### src/rtl/sd_sector_copier_pkg.sv
// Shared types and constants for the SD sector copier DMA engine.
package sd_storage_pkg;

    typedef enum logic [2:0] {
        ST_IDLE,
        ST_RD_ADDR,
        ST_RD_DATA,
        ST_WR,
        ST_WR_RESP,
        ST_FINISH
    } copier_state_t;

    localparam logic [1:0]  AXI_RESP_OKAY   = 2'b00;
    localparam logic [1:0]  AXI_RESP_SLVERR = 2'b10;
    localparam logic [1:0]  AXI_RESP_DECERR = 2'b11;
    localparam logic [31:0] WORD_BYTES      = 32'd4;

    // EXOKAY is also treated as a failure: AXI-lite has no exclusive access.
    function automatic logic resp_is_err(input logic [1:0] resp);
        case (resp)
            AXI_RESP_OKAY:                   return 1'b0;
            AXI_RESP_SLVERR, AXI_RESP_DECERR: return 1'b1;
            default:                         return 1'b1;
        endcase
    endfunction

endpackage

### src/rtl/sd_sector_copier_if.sv
// AXI-lite bus between the copier (master) and the interconnect (slave).
interface sd_sector_copier_if;
    logic [31:0] araddr;
    logic [2:0]  arprot;
    logic        arvalid;
    logic        arready;
    logic [31:0] rdata;
    logic [1:0]  rresp;
    logic        rvalid;
    logic        rready;
    logic [31:0] awaddr;
    logic [2:0]  awprot;
    logic        awvalid;
    logic        awready;
    logic [31:0] wdata;
    logic [3:0]  wstrb;
    logic        wvalid;
    logic        wready;
    logic [1:0]  bresp;
    logic        bvalid;
    logic        bready;

    modport master (
        output araddr, arprot, arvalid, input arready,
        input  rdata, rresp, rvalid, output rready,
        output awaddr, awprot, awvalid, input awready,
        output wdata, wstrb, wvalid, input wready,
        input  bresp, bvalid, output bready
    );

    modport slave (
        input  araddr, arprot, arvalid, output arready,
        output rdata, rresp, rvalid, input rready,
        input  awaddr, awprot, awvalid, output awready,
        input  wdata, wstrb, wvalid, output wready,
        output bresp, bvalid, input bready
    );
endinterface

### src/rtl/sd_sector_copier.sv
// Single-outstanding AXI-lite copy engine: read one word, write it, repeat.
//
// state      | meaning
// -----------+------------------------------------------------------------
// IDLE       | waiting for start; job parameters latched on accept
// RD_ADDR    | arvalid held with current source address until arready
// RD_DATA    | rready held; read word captured into the write data buffer
// WR         | awvalid/wvalid raised together, each dropped on its handshake
// WR_RESP    | bready held; addresses advance and count drops on OKAY
// FINISH     | one cycle to raise done and drop busy
module sd_sector_copier
    import sd_storage_pkg::*;
#(
    parameter int          LEN_W             = 16,
    parameter int unsigned SRC_READY_TIMEOUT = 0
) (
    input  logic               aclk,
    input  logic               aresetn,
    input  logic               start,
    input  logic [31:0]        src_addr,
    input  logic [31:0]        dst_addr,
    input  logic [LEN_W-1:0]   word_count,
    output logic               busy,
    output logic               done,
    output logic               error,
    output logic [LEN_W-1:0]   words_left,
    sd_sector_copier_if.master m_axil
);

    localparam bit          TO_EN    = (SRC_READY_TIMEOUT != 0);
    localparam logic [31:0] TO_LIMIT = 32'(SRC_READY_TIMEOUT);

    copier_state_t    r_state, w_state_nxt;
    logic             r_busy, r_done, r_error;
    logic [LEN_W-1:0] r_words_left;
    logic [31:0]      r_araddr, r_awaddr, r_wdata, r_timer;
    logic             r_arvalid, r_rready, r_awvalid, r_wvalid, r_bready;

    logic             w_busy_nxt, w_done_nxt, w_error_nxt;
    logic [LEN_W-1:0] w_words_left_nxt;
    logic [31:0]      w_araddr_nxt, w_awaddr_nxt, w_wdata_nxt, w_timer_nxt;
    logic             w_arvalid_nxt, w_rready_nxt, w_awvalid_nxt, w_wvalid_nxt, w_bready_nxt;

    logic w_ar_hs, w_r_hs, w_aw_hs, w_w_hs, w_b_hs;
    logic w_wr_done, w_wait_state, w_progress, w_timeout, w_start_ok, w_last_word;

    assign w_ar_hs      = r_arvalid & m_axil.arready;
    assign w_r_hs       = r_rready  & m_axil.rvalid;
    assign w_aw_hs      = r_awvalid & m_axil.awready;
    assign w_w_hs       = r_wvalid  & m_axil.wready;
    assign w_b_hs       = r_bready  & m_axil.bvalid;
    // Write phase ends once neither channel still has an unaccepted beat.
    assign w_wr_done    = (~r_awvalid | m_axil.awready) & (~r_wvalid | m_axil.wready);
    assign w_wait_state = (r_state == ST_RD_ADDR) || (r_state == ST_RD_DATA) ||
                          (r_state == ST_WR)      || (r_state == ST_WR_RESP);
    assign w_progress   = w_ar_hs | w_r_hs | w_aw_hs | w_w_hs | w_b_hs;
    assign w_timeout    = TO_EN && w_wait_state && !w_progress && (r_timer == 32'd1);
    // done is high while back in IDLE, so a start coinciding with it is dropped.
    assign w_start_ok   = (r_state == ST_IDLE) && start && !r_done;
    assign w_last_word  = (r_words_left == LEN_W'(1));

    // State and all registered outputs, synchronous active-low reset.
    always_ff @(posedge aclk) begin
        if (!aresetn) begin
            r_state      <= ST_IDLE;
            r_busy       <= 1'b0;
            r_done       <= 1'b0;
            r_error      <= 1'b0;
            r_words_left <= '0;
            r_araddr     <= '0;
            r_arvalid    <= 1'b0;
            r_rready     <= 1'b0;
            r_awaddr     <= '0;
            r_awvalid    <= 1'b0;
            r_wdata      <= '0;
            r_wvalid     <= 1'b0;
            r_bready     <= 1'b0;
            r_timer      <= TO_LIMIT;
        end else begin
            r_state      <= w_state_nxt;
            r_busy       <= w_busy_nxt;
            r_done       <= w_done_nxt;
            r_error      <= w_error_nxt;
            r_words_left <= w_words_left_nxt;
            r_araddr     <= w_araddr_nxt;
            r_arvalid    <= w_arvalid_nxt;
            r_rready     <= w_rready_nxt;
            r_awaddr     <= w_awaddr_nxt;
            r_awvalid    <= w_awvalid_nxt;
            r_wdata      <= w_wdata_nxt;
            r_wvalid     <= w_wvalid_nxt;
            r_bready     <= w_bready_nxt;
            r_timer      <= w_timer_nxt;
        end
    end

    // Next-state selection from handshakes, responses and the timeout.
    always_comb begin
        w_state_nxt = r_state;
        case (r_state)
            ST_IDLE: begin
                if (w_start_ok)
                    w_state_nxt = (word_count == '0) ? ST_FINISH : ST_RD_ADDR;
            end
            ST_RD_ADDR: begin
                if (w_timeout)    w_state_nxt = ST_FINISH;
                else if (w_ar_hs) w_state_nxt = ST_RD_DATA;
            end
            ST_RD_DATA: begin
                if (w_timeout)   w_state_nxt = ST_FINISH;
                else if (w_r_hs) w_state_nxt = resp_is_err(m_axil.rresp) ? ST_FINISH : ST_WR;
            end
            ST_WR: begin
                if (w_timeout)      w_state_nxt = ST_FINISH;
                else if (w_wr_done) w_state_nxt = ST_WR_RESP;
            end
            ST_WR_RESP: begin
                if (w_timeout) w_state_nxt = ST_FINISH;
                else if (w_b_hs)
                    w_state_nxt = (resp_is_err(m_axil.bresp) || w_last_word) ? ST_FINISH : ST_RD_ADDR;
            end
            ST_FINISH: w_state_nxt = ST_IDLE;
            default:   w_state_nxt = ST_IDLE;
        endcase
    end

    // Next values of the registered outputs and datapath.
    always_comb begin
        w_busy_nxt       = r_busy;
        w_done_nxt       = 1'b0;
        w_error_nxt      = r_error;
        w_words_left_nxt = r_words_left;
        w_araddr_nxt     = r_araddr;
        w_arvalid_nxt    = r_arvalid;
        w_rready_nxt     = r_rready;
        w_awaddr_nxt     = r_awaddr;
        w_awvalid_nxt    = r_awvalid;
        w_wdata_nxt      = r_wdata;
        w_wvalid_nxt     = r_wvalid;
        w_bready_nxt     = r_bready;
        w_timer_nxt      = (TO_EN && w_wait_state && !w_progress) ? r_timer - 32'd1 : TO_LIMIT;
        case (r_state)
            ST_IDLE: begin
                if (w_start_ok) begin
                    w_araddr_nxt     = src_addr & ~32'd3;
                    w_awaddr_nxt     = dst_addr & ~32'd3;
                    w_words_left_nxt = word_count;
                    w_error_nxt      = 1'b0;
                    w_busy_nxt       = 1'b1;
                    w_arvalid_nxt    = (word_count != '0);
                end
            end
            ST_RD_ADDR: begin
                if (w_ar_hs) begin
                    w_arvalid_nxt = 1'b0;
                    w_rready_nxt  = 1'b1;
                end
            end
            ST_RD_DATA: begin
                if (w_r_hs) begin
                    w_rready_nxt = 1'b0;
                    w_wdata_nxt  = m_axil.rdata;
                    if (resp_is_err(m_axil.rresp)) begin
                        w_error_nxt = 1'b1;
                    end else begin
                        w_awvalid_nxt = 1'b1;
                        w_wvalid_nxt  = 1'b1;
                    end
                end
            end
            ST_WR: begin
                if (w_aw_hs)   w_awvalid_nxt = 1'b0;
                if (w_w_hs)    w_wvalid_nxt  = 1'b0;
                if (w_wr_done) w_bready_nxt  = 1'b1;
            end
            ST_WR_RESP: begin
                if (w_b_hs) begin
                    w_bready_nxt = 1'b0;
                    if (resp_is_err(m_axil.bresp)) begin
                        w_error_nxt = 1'b1;
                    end else begin
                        w_araddr_nxt     = r_araddr + WORD_BYTES;
                        w_awaddr_nxt     = r_awaddr + WORD_BYTES;
                        w_words_left_nxt = r_words_left - LEN_W'(1);
                        w_arvalid_nxt    = !w_last_word;
                    end
                end
            end
            ST_FINISH: begin
                w_done_nxt = 1'b1;
                w_busy_nxt = 1'b0;
            end
            default: ;
        endcase
        if (w_timeout) begin
            w_arvalid_nxt = 1'b0;
            w_rready_nxt  = 1'b0;
            w_awvalid_nxt = 1'b0;
            w_wvalid_nxt  = 1'b0;
            w_bready_nxt  = 1'b0;
            w_error_nxt   = 1'b1;
        end
    end

    assign busy           = r_busy;
    assign done           = r_done;
    assign error          = r_error;
    assign words_left     = r_words_left;
    assign m_axil.araddr  = r_araddr;
    assign m_axil.arprot  = 3'b000;
    assign m_axil.arvalid = r_arvalid;
    assign m_axil.rready  = r_rready;
    assign m_axil.awaddr  = r_awaddr;
    assign m_axil.awprot  = 3'b000;
    assign m_axil.awvalid = r_awvalid;
    assign m_axil.wdata   = r_wdata;
    assign m_axil.wstrb   = 4'b1111;
    assign m_axil.wvalid  = r_wvalid;
    assign m_axil.bready  = r_bready;

endmodule

### src/flat_wrapper.sv
// flat-port wrapper written by rule: the top's interface ports become plain ports
module sd_sector_copier_flat import sd_storage_pkg::*;
#(
    parameter int          LEN_W             = 16,
    parameter int unsigned SRC_READY_TIMEOUT = 0
)
  (aclk, aresetn, start, src_addr, dst_addr, word_count, busy, done, error, words_left, m_axil_araddr, m_axil_arprot, m_axil_arvalid, m_axil_arready, m_axil_rdata, m_axil_rresp, m_axil_rvalid, m_axil_rready, m_axil_awaddr, m_axil_awprot, m_axil_awvalid, m_axil_awready, m_axil_wdata, m_axil_wstrb, m_axil_wvalid, m_axil_wready, m_axil_bresp, m_axil_bvalid, m_axil_bready);
  sd_sector_copier_if m_axil_i ();
  input  logic aclk;
  input  logic aresetn;
  input  logic start;
  input  logic [31:0] src_addr;
  input  logic [31:0] dst_addr;
  input  logic [LEN_W-1:0] word_count;
  output logic busy;
  output logic done;
  output logic error;
  output logic [LEN_W-1:0] words_left;
  output wire logic [$bits(m_axil_i.araddr)-1:0] m_axil_araddr;
  output wire logic [$bits(m_axil_i.arprot)-1:0] m_axil_arprot;
  output wire logic [$bits(m_axil_i.arvalid)-1:0] m_axil_arvalid;
  input wire logic [$bits(m_axil_i.arready)-1:0] m_axil_arready;
  input wire logic [$bits(m_axil_i.rdata)-1:0] m_axil_rdata;
  input wire logic [$bits(m_axil_i.rresp)-1:0] m_axil_rresp;
  input wire logic [$bits(m_axil_i.rvalid)-1:0] m_axil_rvalid;
  output wire logic [$bits(m_axil_i.rready)-1:0] m_axil_rready;
  output wire logic [$bits(m_axil_i.awaddr)-1:0] m_axil_awaddr;
  output wire logic [$bits(m_axil_i.awprot)-1:0] m_axil_awprot;
  output wire logic [$bits(m_axil_i.awvalid)-1:0] m_axil_awvalid;
  input wire logic [$bits(m_axil_i.awready)-1:0] m_axil_awready;
  output wire logic [$bits(m_axil_i.wdata)-1:0] m_axil_wdata;
  output wire logic [$bits(m_axil_i.wstrb)-1:0] m_axil_wstrb;
  output wire logic [$bits(m_axil_i.wvalid)-1:0] m_axil_wvalid;
  input wire logic [$bits(m_axil_i.wready)-1:0] m_axil_wready;
  input wire logic [$bits(m_axil_i.bresp)-1:0] m_axil_bresp;
  input wire logic [$bits(m_axil_i.bvalid)-1:0] m_axil_bvalid;
  output wire logic [$bits(m_axil_i.bready)-1:0] m_axil_bready;
  assign m_axil_araddr = m_axil_i.araddr;
  assign m_axil_arprot = m_axil_i.arprot;
  assign m_axil_arvalid = m_axil_i.arvalid;
  assign m_axil_i.arready = m_axil_arready;
  assign m_axil_i.rdata = m_axil_rdata;
  assign m_axil_i.rresp = m_axil_rresp;
  assign m_axil_i.rvalid = m_axil_rvalid;
  assign m_axil_rready = m_axil_i.rready;
  assign m_axil_awaddr = m_axil_i.awaddr;
  assign m_axil_awprot = m_axil_i.awprot;
  assign m_axil_awvalid = m_axil_i.awvalid;
  assign m_axil_i.awready = m_axil_awready;
  assign m_axil_wdata = m_axil_i.wdata;
  assign m_axil_wstrb = m_axil_i.wstrb;
  assign m_axil_wvalid = m_axil_i.wvalid;
  assign m_axil_i.wready = m_axil_wready;
  assign m_axil_i.bresp = m_axil_bresp;
  assign m_axil_i.bvalid = m_axil_bvalid;
  assign m_axil_bready = m_axil_i.bready;
  sd_sector_copier #(.LEN_W(LEN_W), .SRC_READY_TIMEOUT(SRC_READY_TIMEOUT)) u_core (.aclk(aclk), .aresetn(aresetn), .start(start), .src_addr(src_addr), .dst_addr(dst_addr), .word_count(word_count), .busy(busy), .done(done), .error(error), .words_left(words_left), .m_axil(m_axil_i));
endmodule
### config.mk
export PLATFORM = sky130hd
export DESIGN_NAME = sd_sector_copier_flat
export DESIGN_NICKNAME = d
export VERILOG_FILES = /design/src/rtl/sd_sector_copier_pkg.sv /design/src/rtl/sd_sector_copier_if.sv /design/src/rtl/sd_sector_copier.sv /design/src/flat_wrapper.sv
export SDC_FILE = /design/constraint.sdc
export NUM_CORES = 1
export LEC_CHECK = 0
export BUFFER_PORTS_ARGS = -buffer_cell sky130_fd_sc_hd__clkbuf_2
export CAP_MARGIN = 20
export CORE_MARGIN = 1.5
export CORE_UTILIZATION = 45
export DETAILED_ROUTE_END_ITERATION = 16
export GPL_TIMING_DRIVEN = 0
export PLACE_DENSITY = 0.74
export SLEW_MARGIN = 20
export SYNTH_ARGS = -nofsm -noshare
export SYNTH_HDL_FRONTEND = slang
export SYNTH_SLANG_ARGS = --single-unit
### constraint.sdc
create_clock -name aclk -period 2.4 [get_ports aclk]
set_clock_uncertainty 0.05 [all_clocks]
set_input_delay 0.36 -clock aclk [delete_from_list [all_inputs] [get_ports aclk]]
set_output_delay 0.36 -clock aclk [all_outputs]
set_load 0.01 [all_outputs]
==> impl_results.md <==
- Outcome: completed
- DRC: 0
- Total GRT Usage: 0.342
- Leakage power: 3.74 nW
- CP startpoint kind: register
- Sequential share of the synthesized area: 0.356
- Starting Density: 0.461
- Post-Syn Instances: 908
- Core ar.: 14500 um^2
- RSZ-0062 raised after global routing: yes
- Core Rows: 44
- Compound-Gate Fraction of Synth Area: 0.267
- Slowest CP cell: or4_2
- H-tree depth: 4
- Yosys warning count: 0
- Worst setup EP type: register
- Clk slew on worst S/H paths: 0.05 ns
- Final non-filler cell total: 1370
- Max IR drop VDD: 584 uV
- Pre-CTS setup slack: -0.459 ns
- Antenna diode count: 0
- Initial antenna violation count: 0
- DRT iter0 DRCs: 1264
- Area of the mapped netlist: 6700 um^2
- Worst hold path type: primary input to register
- Post-Syn Area per Cell: 7.38 um^2
- Final #Nets: 1304
- CTS root buffer: clkbuf_16
- Power consumption: 8.94 mW
- Final Core Density: 0.609
- Synth top area share: 0.356
- Critical-path maximum fanout: 7
- Post-synthesis simple-gate area fraction: 0.297
- Max Transition Viols Final: 0
- Post-synth EDFFs: 0
- Multiplexer area fraction after synthesis: 0.0105
- Asr flop ratio synth: 0
- MaxCap Viol Count: 0
- Layout cell share with drive strength beyond 1: 0.289
- GR Overflow Total: 0
- # IOs: 254
- Setup violators final: 0
- Routed via count: 8564
- CTS tree: yes
- Top_reg_cell synth: dfxtp_1
- Ranking of synthesized cells by area: dfxtp_1, a21oi_1, nand2_1
- Worst Slack Setup Final: 0.0606 ns
- Hold buffer count at cts: 0
- Post-synth top cells: nand2_1, dfxtp_1, a21oi_1, nor2_1, o21ai_0
- Via-to-Cell Ratio: 6.25
- Fmax: 0.427 GHz
- Req. time, crit path: 2.70 ns
- Crit path arrival time: 2.64 ns
- Placed standard-cell area: 8170 um^2
- Final worst-path cycle share: 0.975
- Total wire length: 27800 um
- Post-Synth Adder-Cell Area: 0.00747
- Design Area, Final: 8850 um^2
- Inst Count DP: 1338
- Pwr dens: 1010 nW/um^2
- Die ar.: 15600 um^2
- Maximum clock insertion buffer count: 2
- Drt pass-1 iters: 5
- Setup TNS Final: 0 ns
- Minimum clock period: 2.34 ns
- Slew @ Worst Pin: 0.878 ns
- CP max stage delay: 0.67 ns
- Final Hold Vio Count: 0
- Setup Crit Path Kind: register to register
- Number of synthesized register bits: 119
- First-pass GRT wire length: 41800 um
- Most frequent cell after synthesis: nand2_1
- Clock Latency Late Sink: 0.42 ns
- Placed wire-length estimate: 19500 um
- Critical-path cell list: nand4_1, or4_2, clkbuf_1, or4b_1, o211ai_1
- Area delta synth->final: 32.0%
- Worst hold slack: 0.106 ns
- Chip Width: 125 um
- Largest net degree at the start of global routing: 17
- Port bufs: 234
- Synth unique cells: 73
- Slew headroom: 0.410
- Post-route ant nets: 0
- Number of global-route vias before repair: 7635
- Die height: 125 um
- Wire length per cell: 20.3 um
- Post-synthesis xor/xnor area fraction: 0
- Dominant cell type by area after synthesis: dfxtp_1
- Placer congestion estimate: 0.987
- Number of buffers created by CTS: 17
- Combinational family with the most area after synthesis: simple AND/OR/NAND/NOR gates
- Clock sinks: 119
-- logic make-up (layout without fill, tap and decap cells) --
family	after synthesis	after routing
simple gates	397	397
compound gates	286	286
flops	119	119
buf+inv	93	359
mux	7	7
fa+ha+maj	4	4
other cells	2	14
-- area by class of cell --
| type | count | area, um^2 |
|---|---|---|
| fillers | 1401 | 5690 |
| multi-input cells | 708 | 4030 |
| flip-flops and latches | 119 | 2390 |
| repair buffers | 240 | 1220 |
| clock buffers | 26 | 519 |
| plain buffers | 80 | 390 |
| well taps | 184 | 230 |
| clock inverters | 3 | 40.0 |
| inverters | 10 | 37.5 |
-- flip-flops by register name (all words and copies together) (netlist names) --
register and flops:
u_core.r_state 3, u_core.done 1, u_core.m_axil.awvalid 1, u_core.error 1
u_core.words_left 16, u_core.m_axil.rready 1, u_core.m_axil.bready 1, u_core.m_axil.wvalid 1
u_core.m_axil.arvalid 1, u_core.m_axil.awaddr 30, u_core.busy 1, u_core.m_axil.wdata 32
u_core.m_axil.araddr 30
-- final timing paths --
kind	from	end	slack, ns	depth (start not counted)
setup / recovery	u_core.m_axil.awaddr[4]	u_core.m_axil.awaddr[31]	0.06	5
setup reg to reg	u_core.m_axil.awaddr[4]	u_core.m_axil.awaddr[31]	0.06	5
hold / removal	m_axil_rdata[12]	u_core.m_axil.wdata[12]	0.11	3
hold reg to reg	u_core.m_axil.wdata[13]	u_core.m_axil.wdata[13]	0.40	2
-- layer usage --
layer / routed length, um / global-route usage
met5: 0 / 0
met4: 1150 / 0.172
met3: 3500 / 0.0954
met2: 12400 / 0.519
met1: 10800 / 0.445
-- where the power goes --
part | switching (mW) | total [mW] | internal, mW | leakage [nW]
clock | 0.895 | 2.46 | 1.57 | 0.278
combinational | 2.15 | 3.43 | 1.28 | 2.49
sequential | 0.642 | 3.05 | 2.40 | 0.975
-- repair_timing --
action	CTS	global route
setup endpoints to repair	69	86
pin swaps	1	0
resized for setup	14	29
setup buffers	4	2
-- cell usage in the layout (no fill, tap or decap), drive strengths merged, types with 10 or more instances in the layout --
master / Yosys / layout
a21oi: 111 / 111
a22oi: 10 / 10
a31oi: 13 / 13
and3: 15 / 15
buf: 29 / 37
clkbuf: 54 / 309
conb: 2 / 14
dfxtp: 119 / 119
nand2: 132 / 132
nand3: 33 / 33
nand4: 32 / 32
nor2: 80 / 80
nor3: 28 / 28
nor4: 16 / 16
o211ai: 11 / 11
o21ai: 57 / 57
o22ai: 16 / 16
or4: 10 / 10
-- critical path, delay by kind of cell (launching register included) --
| kind | cells | cell delay, ns |
|---|---|---|
| buffers and inverters | 1 | 0.23 |
| AO/OA/AOI/OAI | 1 | 0.10 |
| AND/OR/NAND/NOR | 3 | 1.45 |
| flip-flops | 1 | 0.44 |
(Power assumes the default switching activity.)
